**src/rtl/lsu_ram_master_if.sv**
```systemverilog
// Pipeline request/response channel and RAM word-port strobes of the LSU RAM master.
// The master modport is the LSU side; the slave modport is the pipeline/RAM environment.
interface lsu_ram_master_if;
  logic        req_valid;
  logic        req_ready;
  logic        req_we;
  logic [2:0]  req_funct3;
  logic [31:0] req_addr;
  logic [31:0] req_wdata;

  logic        resp_valid;
  logic [31:0] resp_rdata;
  logic        resp_err;

  logic [31:0] ram_wdat;
  logic        ram_we;
  logic        ram_re;
  logic [3:0]  ram_type;
  logic [31:0] ram_addr;
  logic [31:0] ram_rdata;

  modport master (
    input  req_valid, req_we, req_funct3, req_addr, req_wdata, ram_rdata,
    output req_ready, resp_valid, resp_rdata, resp_err,
    output ram_wdat, ram_we, ram_re, ram_type, ram_addr
  );

  modport slave (
    output req_valid, req_we, req_funct3, req_addr, req_wdata, ram_rdata,
    input  req_ready, resp_valid, resp_rdata, resp_err,
    input  ram_wdat, ram_we, ram_re, ram_type, ram_addr
  );
endinterface

```
**src/rtl/lsu_ram_master.sv**
```systemverilog
// Load/store initiator for the data-RAM word port: byte enables, lane shifting,
// two-beat split of misaligned accesses, and load reassembly with sign/zero extension.
module lsu_ram_master (
  input  logic             clk,
  input  logic             rst_n,
  lsu_ram_master_if.master bus
);

  typedef enum logic [2:0] {StIdle, StAcc0, StAcc1, StCap, StResp} state_e;

  state_e      state_q, state_d;
  logic        we_q, we_d;
  logic [2:0]  funct3_q, funct3_d;
  logic [31:0] addr_q, addr_d;
  logic [31:0] wdata_q, wdata_d;
  logic [31:0] buf0_q, buf0_d;
  logic [31:0] rdata_q, rdata_d;
  logic        err_q, err_d;

  logic [1:0]  off;
  logic        illegal;
  logic        split;
  logic [3:0]  base_mask;
  logic [7:0]  mask8;
  logic [63:0] wdat64;
  logic [31:0] word0, word1;
  logic [63:0] rd64;
  logic [31:0] rd_sh;
  logic [31:0] load_val;

  assign off   = addr_q[1:0];
  assign word0 = {addr_q[31:2], 2'b00};
  assign word1 = word0 + 32'd4;

  always_comb begin
    if (bus.req_we) begin
      illegal = (bus.req_funct3 > 3'd2);
    end else begin
      illegal = (bus.req_funct3 == 3'b011) || (bus.req_funct3[2:1] == 2'b11);
    end
  end

  always_comb begin
    case (funct3_q[1:0])
      2'b00:   base_mask = 4'b0001;
      2'b01:   base_mask = 4'b0011;
      default: base_mask = 4'b1111;
    endcase
  end

  // The upper half of the shifted mask/data is the second word when the access straddles.
  assign mask8  = {4'b0000, base_mask} << off;
  assign wdat64 = {32'b0, wdata_q} << {off, 3'b000};
  assign split  = ((funct3_q[1:0] == 2'b01) && (off == 2'd3)) ||
                  ((funct3_q[1:0] == 2'b10) && (off != 2'd0));

  assign rd64  = split ? {bus.ram_rdata, buf0_q} : {32'b0, bus.ram_rdata};
  assign rd_sh = 32'(rd64 >> {off, 3'b000});

  always_comb begin
    case (funct3_q)
      3'b000:  load_val = {{24{rd_sh[7]}}, rd_sh[7:0]};
      3'b001:  load_val = {{16{rd_sh[15]}}, rd_sh[15:0]};
      3'b100:  load_val = {24'b0, rd_sh[7:0]};
      3'b101:  load_val = {16'b0, rd_sh[15:0]};
      default: load_val = rd_sh;
    endcase
  end

  always_comb begin
    state_d  = state_q;
    we_d     = we_q;
    funct3_d = funct3_q;
    addr_d   = addr_q;
    wdata_d  = wdata_q;
    buf0_d   = buf0_q;
    rdata_d  = rdata_q;
    err_d    = err_q;

    bus.req_ready  = 1'b0;
    bus.resp_valid = 1'b0;
    bus.ram_wdat   = '0;
    bus.ram_we     = 1'b0;
    bus.ram_re     = 1'b0;
    bus.ram_type   = '0;
    bus.ram_addr   = '0;

    unique case (state_q)
      StIdle: begin
        bus.req_ready = 1'b1;
        if (bus.req_valid) begin
          we_d     = bus.req_we;
          funct3_d = bus.req_funct3;
          addr_d   = bus.req_addr;
          wdata_d  = bus.req_wdata;
          if (illegal) begin
            err_d   = 1'b1;
            rdata_d = '0;
            state_d = StResp;
          end else begin
            state_d = StAcc0;
          end
        end
      end
      StAcc0: begin
        bus.ram_addr = word0;
        bus.ram_type = mask8[3:0];
        bus.ram_wdat = wdat64[31:0];
        bus.ram_we   = we_q;
        bus.ram_re   = ~we_q;
        if (split) begin
          state_d = StAcc1;
        end else begin
          state_d = we_q ? StResp : StCap;
        end
      end
      StAcc1: begin
        bus.ram_addr = word1;
        bus.ram_type = mask8[7:4];
        bus.ram_wdat = wdat64[63:32];
        bus.ram_we   = we_q;
        bus.ram_re   = ~we_q;
        // Beat-0 read data is on the RAM output during this cycle.
        if (!we_q) begin
          buf0_d = bus.ram_rdata;
        end
        state_d = we_q ? StResp : StCap;
      end
      StCap: begin
        rdata_d = load_val;
        state_d = StResp;
      end
      StResp: begin
        bus.resp_valid = 1'b1;
        rdata_d        = '0;
        err_d          = 1'b0;
        state_d        = StIdle;
      end
      default: state_d = StIdle;
    endcase
  end

  assign bus.resp_rdata = rdata_q;
  assign bus.resp_err   = err_q;

  always_ff @(posedge clk or negedge rst_n) begin
    if (!rst_n) begin
      state_q  <= StIdle;
      we_q     <= 1'b0;
      funct3_q <= '0;
      addr_q   <= '0;
      wdata_q  <= '0;
      buf0_q   <= '0;
      rdata_q  <= '0;
      err_q    <= 1'b0;
    end else begin
      state_q  <= state_d;
      we_q     <= we_d;
      funct3_q <= funct3_d;
      addr_q   <= addr_d;
      wdata_q  <= wdata_d;
      buf0_q   <= buf0_d;
      rdata_q  <= rdata_d;
      err_q    <= err_d;
    end
  end

endmodule

```
**src/flat_wrapper.sv**
```systemverilog
// flat-port wrapper written by rule: the top's interface ports become plain ports
module lsu_ram_master_flat 
  (clk, rst_n, bus_req_valid, bus_req_we, bus_req_funct3, bus_req_addr, bus_req_wdata, bus_ram_rdata, bus_req_ready, bus_resp_valid, bus_resp_rdata, bus_resp_err, bus_ram_wdat, bus_ram_we, bus_ram_re, bus_ram_type, bus_ram_addr);
  lsu_ram_master_if bus_i ();
  input  logic clk;
  input  logic rst_n;
  input wire logic [$bits(bus_i.req_valid)-1:0] bus_req_valid;
  input wire logic [$bits(bus_i.req_we)-1:0] bus_req_we;
  input wire logic [$bits(bus_i.req_funct3)-1:0] bus_req_funct3;
  input wire logic [$bits(bus_i.req_addr)-1:0] bus_req_addr;
  input wire logic [$bits(bus_i.req_wdata)-1:0] bus_req_wdata;
  input wire logic [$bits(bus_i.ram_rdata)-1:0] bus_ram_rdata;
  output wire logic [$bits(bus_i.req_ready)-1:0] bus_req_ready;
  output wire logic [$bits(bus_i.resp_valid)-1:0] bus_resp_valid;
  output wire logic [$bits(bus_i.resp_rdata)-1:0] bus_resp_rdata;
  output wire logic [$bits(bus_i.resp_err)-1:0] bus_resp_err;
  output wire logic [$bits(bus_i.ram_wdat)-1:0] bus_ram_wdat;
  output wire logic [$bits(bus_i.ram_we)-1:0] bus_ram_we;
  output wire logic [$bits(bus_i.ram_re)-1:0] bus_ram_re;
  output wire logic [$bits(bus_i.ram_type)-1:0] bus_ram_type;
  output wire logic [$bits(bus_i.ram_addr)-1:0] bus_ram_addr;
  assign bus_i.req_valid = bus_req_valid;
  assign bus_i.req_we = bus_req_we;
  assign bus_i.req_funct3 = bus_req_funct3;
  assign bus_i.req_addr = bus_req_addr;
  assign bus_i.req_wdata = bus_req_wdata;
  assign bus_i.ram_rdata = bus_ram_rdata;
  assign bus_req_ready = bus_i.req_ready;
  assign bus_resp_valid = bus_i.resp_valid;
  assign bus_resp_rdata = bus_i.resp_rdata;
  assign bus_resp_err = bus_i.resp_err;
  assign bus_ram_wdat = bus_i.ram_wdat;
  assign bus_ram_we = bus_i.ram_we;
  assign bus_ram_re = bus_i.ram_re;
  assign bus_ram_type = bus_i.ram_type;
  assign bus_ram_addr = bus_i.ram_addr;
  lsu_ram_master u_core (.clk(clk), .rst_n(rst_n), .bus(bus_i));
endmodule
```
**config.mk**
```make
export PLATFORM = sky130hd
export DESIGN_NAME = lsu_ram_master_flat
export DESIGN_NICKNAME = d
export VERILOG_FILES = /design/src/rtl/lsu_ram_master_if.sv /design/src/rtl/lsu_ram_master.sv /design/src/flat_wrapper.sv
export SDC_FILE = /design/constraint.sdc
export NUM_CORES = 1
export LEC_CHECK = 0
export CAP_MARGIN = 15
export CORE_MARGIN = 2
export CORE_UTILIZATION = 54
export DETAILED_ROUTE_END_ITERATION = 10
export PLACE_DENSITY = 0.9
export SYNTH_ARGS = -nofsm -noshare
export SYNTH_HDL_FRONTEND = slang
export SYNTH_SLANG_ARGS = --single-unit
```
**constraint.sdc**
```tcl
create_clock -name clk -period 3.22 [get_ports clk]
set_input_delay 0.644 -clock clk [delete_from_list [all_inputs] [get_ports clk]]
set_output_delay 0.644 -clock clk [all_outputs]
set_load 0.02 [all_outputs]
```
==> impl_metrics.py <==
metrics = {
    "flow_run": {
        "drv_cap": 0,
    },
    "clocking": {
        "cts_root_buf": "clkbuf_16",
        "cts_hold_buf": 0,
        "cts_buffer_depth": 2,
        "clk_latency_ns": 0.42,
        "cts_buffers": 17,
        "clk_pin_slew_ns": 0.06,
        "htree_levels": 4,
        "clock_sinks": 128,
        "cts_tree": "yes",
    },
    "final_layout": {
        "multi_input_comb_area_um2": 4850,
        "drive_gt1_share_pct": 17.8,
        "areaGrowthSynthToFinish_pct": 35.0,
        "final_core_util_pct": 74.6,
        "design_area_um2": 11400,
        "finalNetCount": 1215,
        "seq_area_um2": 3220,
        "n_fill_cell": 1027,
    },
    "global_route": {
        "antenna_found_initial": 1,
        "grt_pass1_wl_um": 43400,
        "grt_max_degree": 68,
        "grt_pass1_vias": 8024,
        "grtUsageTotal_pct": 33.5,
        "grt_overflow": 0,
    },
    "power_and_ir_drop": {
        "vdd.ir_drop.worst_uv": 517,
        "p_leak_nw": 4.92,
        "powerDensity_nw_per_um2": 1050,
    },
    "synth": {
        "synth_adder_area_share_pct": 0.148,
        "synthTopCellsByArea": "dfrtp_1 38%, mux2_2 12%, mux2i_1 7.4%, o21ai_0 5.3%, nand2_1 4.5%",
        "synth_cells": 919,
        "ys_warn_count": 0,
        "synthArstFlopShare_pct": 100,
        "synth_cell_type_count": 73,
        "synth_top_flop_cell": "dfrtp_1",
        "synth_top_area_cell": "dfrtp_1",
        "synth_top_family_by_area": "compound AO/OA/AOI/OAI gates",
        "synthMuxAreaShare_pct": 19.8,
        "synth_most_common_cell": "dfrtp_1",
        "synth-edff-count": 0,
        "syn-cell-area_um2": 8440,
        "synthTopCellsByCount": "128 x dfrtp_1, 101 x nand2_1, 90 x mux2_2, 90 x o21ai_0, 62 x mux2i_1",
        "synth.avg_cell_area_um2": 9.18,
        "synth_seq_cells": 128,
        "synthSimpleGateAreaFrac_pct": 14.2,
        "synthXorXnorAreaFrac_pct": 0.311,
        "synth_top_area_share_pct": 38.0,
        "synth_seq_area_share_pct": 38.0,
        "synth_compound_area_share_pct": 22.2,
    },
    "drt": {
        "antenna_left": 0,
        "via_per_inst": 6.45,
        "routed_wirelength_um": 27900,
        "drc": 0,
        "vias": 8595,
        "drt_iter0_drc": 1169,
        "drt-pass1-iter-count": 9,
        "wl_per_cell_um": 20.9,
    },
    "die": {
        "die_area_um2": 16600,
        "die_w_um": 129,
        "fp-row-count": 45,
        "io_pins": 208,
        "coreArea_um2": 15300,
        "die_h_um": 129,
        "initial_utilization_pct": 55.3,
    },
    "critical_path": {
        "ff2ff_path_depth": 6,
        "crit_required_ns": 2.58,
        "r2r-end": "u_core.bus.resp_rdata[20]",
        "cp.arrival_ns": 2.54,
        "r2r-start": "u_core.addr_q[1]",
        "cp-start-kind": "register",
        "worstSetupPathType": "reg -> out",
        "cp_max_fo": 22,
        "critPathCaptureType": "output port",
        "rrSetupSlack_ns": 0.28,
    },
    "sta": {
        "slew_viol_final": 0,
        "setup_viol": 0,
        "finClkSkew_ns": 0.00682,
        "holdWs_ns": 0.234,
        "period_needed_ns": 3.18,
        "setup_slack_ns": 0.0388,
        "relSlewSlack_pct": 45.4,
        "tightest_slew_ns": 0.816,
        "fmax_ghz": 0.314,
        "setup-tns-final_ns": 0,
        "finalCritPeriodShare_pct": 98.8,
        "hold_viol": 0,
    },
    "place": {
        "numPortBuffers": 205,
        "gp_congestion": 0.884,
        "hpwl_um": 18900,
        "dp_slack_ns": 0.229,
        "placed_area_um2": 10700,
    },
    "status": {
        "run_status": "finished, final reports clean",
    },
    "min_path": {
        "holdCritPathClass": "in -> async",
    },
}
==> critical path, stage by stage, from the launching register on <==
cell	delay [ns]
dfrtp_1	0.48
or3b_4	0.48
buf_4	0.25
o21ai_0	0.21
clkdlybuf4s50_1	0.70
==> where the power goes <==
part           total, mW  switching, mW  internal [mW]  leakage [nW]
combinational       6.62           3.70           2.92          3.06
sequential          3.35          0.928           2.43          1.57
clock               1.94          0.709           1.23         0.280
total               11.9           5.34           6.57          4.92
==> layout by cell type (no fill, tap or decap), types with 4 or more instances in the layout <==
cell type	synthesis	final
a211o_1	4	4
a211oi_1	6	6
a21oi_1	40	40
a221o_1	4	4
a22oi_1	13	13
a2bb2oi_1	9	9
a311oi_1	5	5
a31oi_1	15	15
a41oi_1	5	5
and2_1	5	4
and3_1	16	16
buf_4	15	39
clkbuf_16	0	17
clkbuf_8	0	5
clkdlybuf4s50_1	0	162
dfrtp_1	128	119
dfrtp_2	0	7
dlygate4sd2_1	0	28
dlymetal6s2s_1	0	14
inv_1	15	14
mux2_2	90	90
mux2i_1	62	62
nand2_1	101	101
nand3_1	29	28
nand4_1	10	10
nor2_1	60	57
nor3_1	8	8
o211ai_1	19	19
o21ai_0	90	89
o21ai_1	10	11
o221ai_1	8	8
o22ai_1	20	20
o2bb2ai_1	8	8
o41ai_1	4	4
==> metal layers <==
layer	GRT usage [%]	wire length, um
met3	8.44	2980
met4	13.3	976
met2	53.0	13100
met1	44.3	10800
met5	0	0
==> cells by family after synthesis <==
logic type | after synthesis
AOI/OAI and AO/OA | 284
and+or+nand+nor | 255
muxes | 155
DFF | 128
buffers and inverters | 92
xor gates and xnor gates | 3
adders and majority gates | 1
other | 1
==> flip-flops by register name, indices dropped and copies added, names as in the netlist <==
name and cells:
u_core.bus.resp_err 1, u_core.buf0_q 24, u_core.state_q 3, u_core.funct3_q 3
u_core.we_q 1, u_core.bus.resp_rdata 32, u_core.wdata_q 32, u_core.addr_q 32
==> worst max path at each step <==
stage                       endpoint              start  cells after the start  slack [ns]
floorplan           bus_ram_addr[12]  u_core.state_q[0]                      5        0.48
global placement    bus_ram_addr[28]   u_core.addr_q[2]                      7        0.27
detailed placement  bus_ram_addr[18]   u_core.addr_q[2]                      7        0.23
CTS                 bus_ram_addr[21]   u_core.addr_q[5]                      7       -0.01
global route        bus_ram_addr[31]  u_core.addr_q[17]                      6       -0.01
finish               bus_ram_addr[2]  u_core.state_q[2]                      4        0.04
==> cell type report <==
type	count	share of cell area [%]
Clock buffer	24	4.41
Sequential cell	128	28.3
Timing Repair Buffer	248	21.1
Multi-Input combinational cell	700	42.6
Antenna cell	1	0.0220
Tap cell	211	2.32
Clock inverter	5	0.703
Inverter	16	0.560
==> stage by stage <==
| step | power (mW) | std cells |
|---|---|---|
| global placement | 9.64 | 1297 |
| CTS | 11.8 | 1327 |
| detailed placement | 9.82 | 1297 |
| finish | 11.9 | 1333 |
| floorplan | 7.47 | 920 |
| global route | 12.5 | 1333 |
==> timing repair <==
item                                    in CTS  in global routing
endpoints found under the setup margin      37                 27
pin swaps                                    2                  1
resized for setup                           41                 25
buffers inserted                             1                  5
Power figures use the tool's default switching activity.
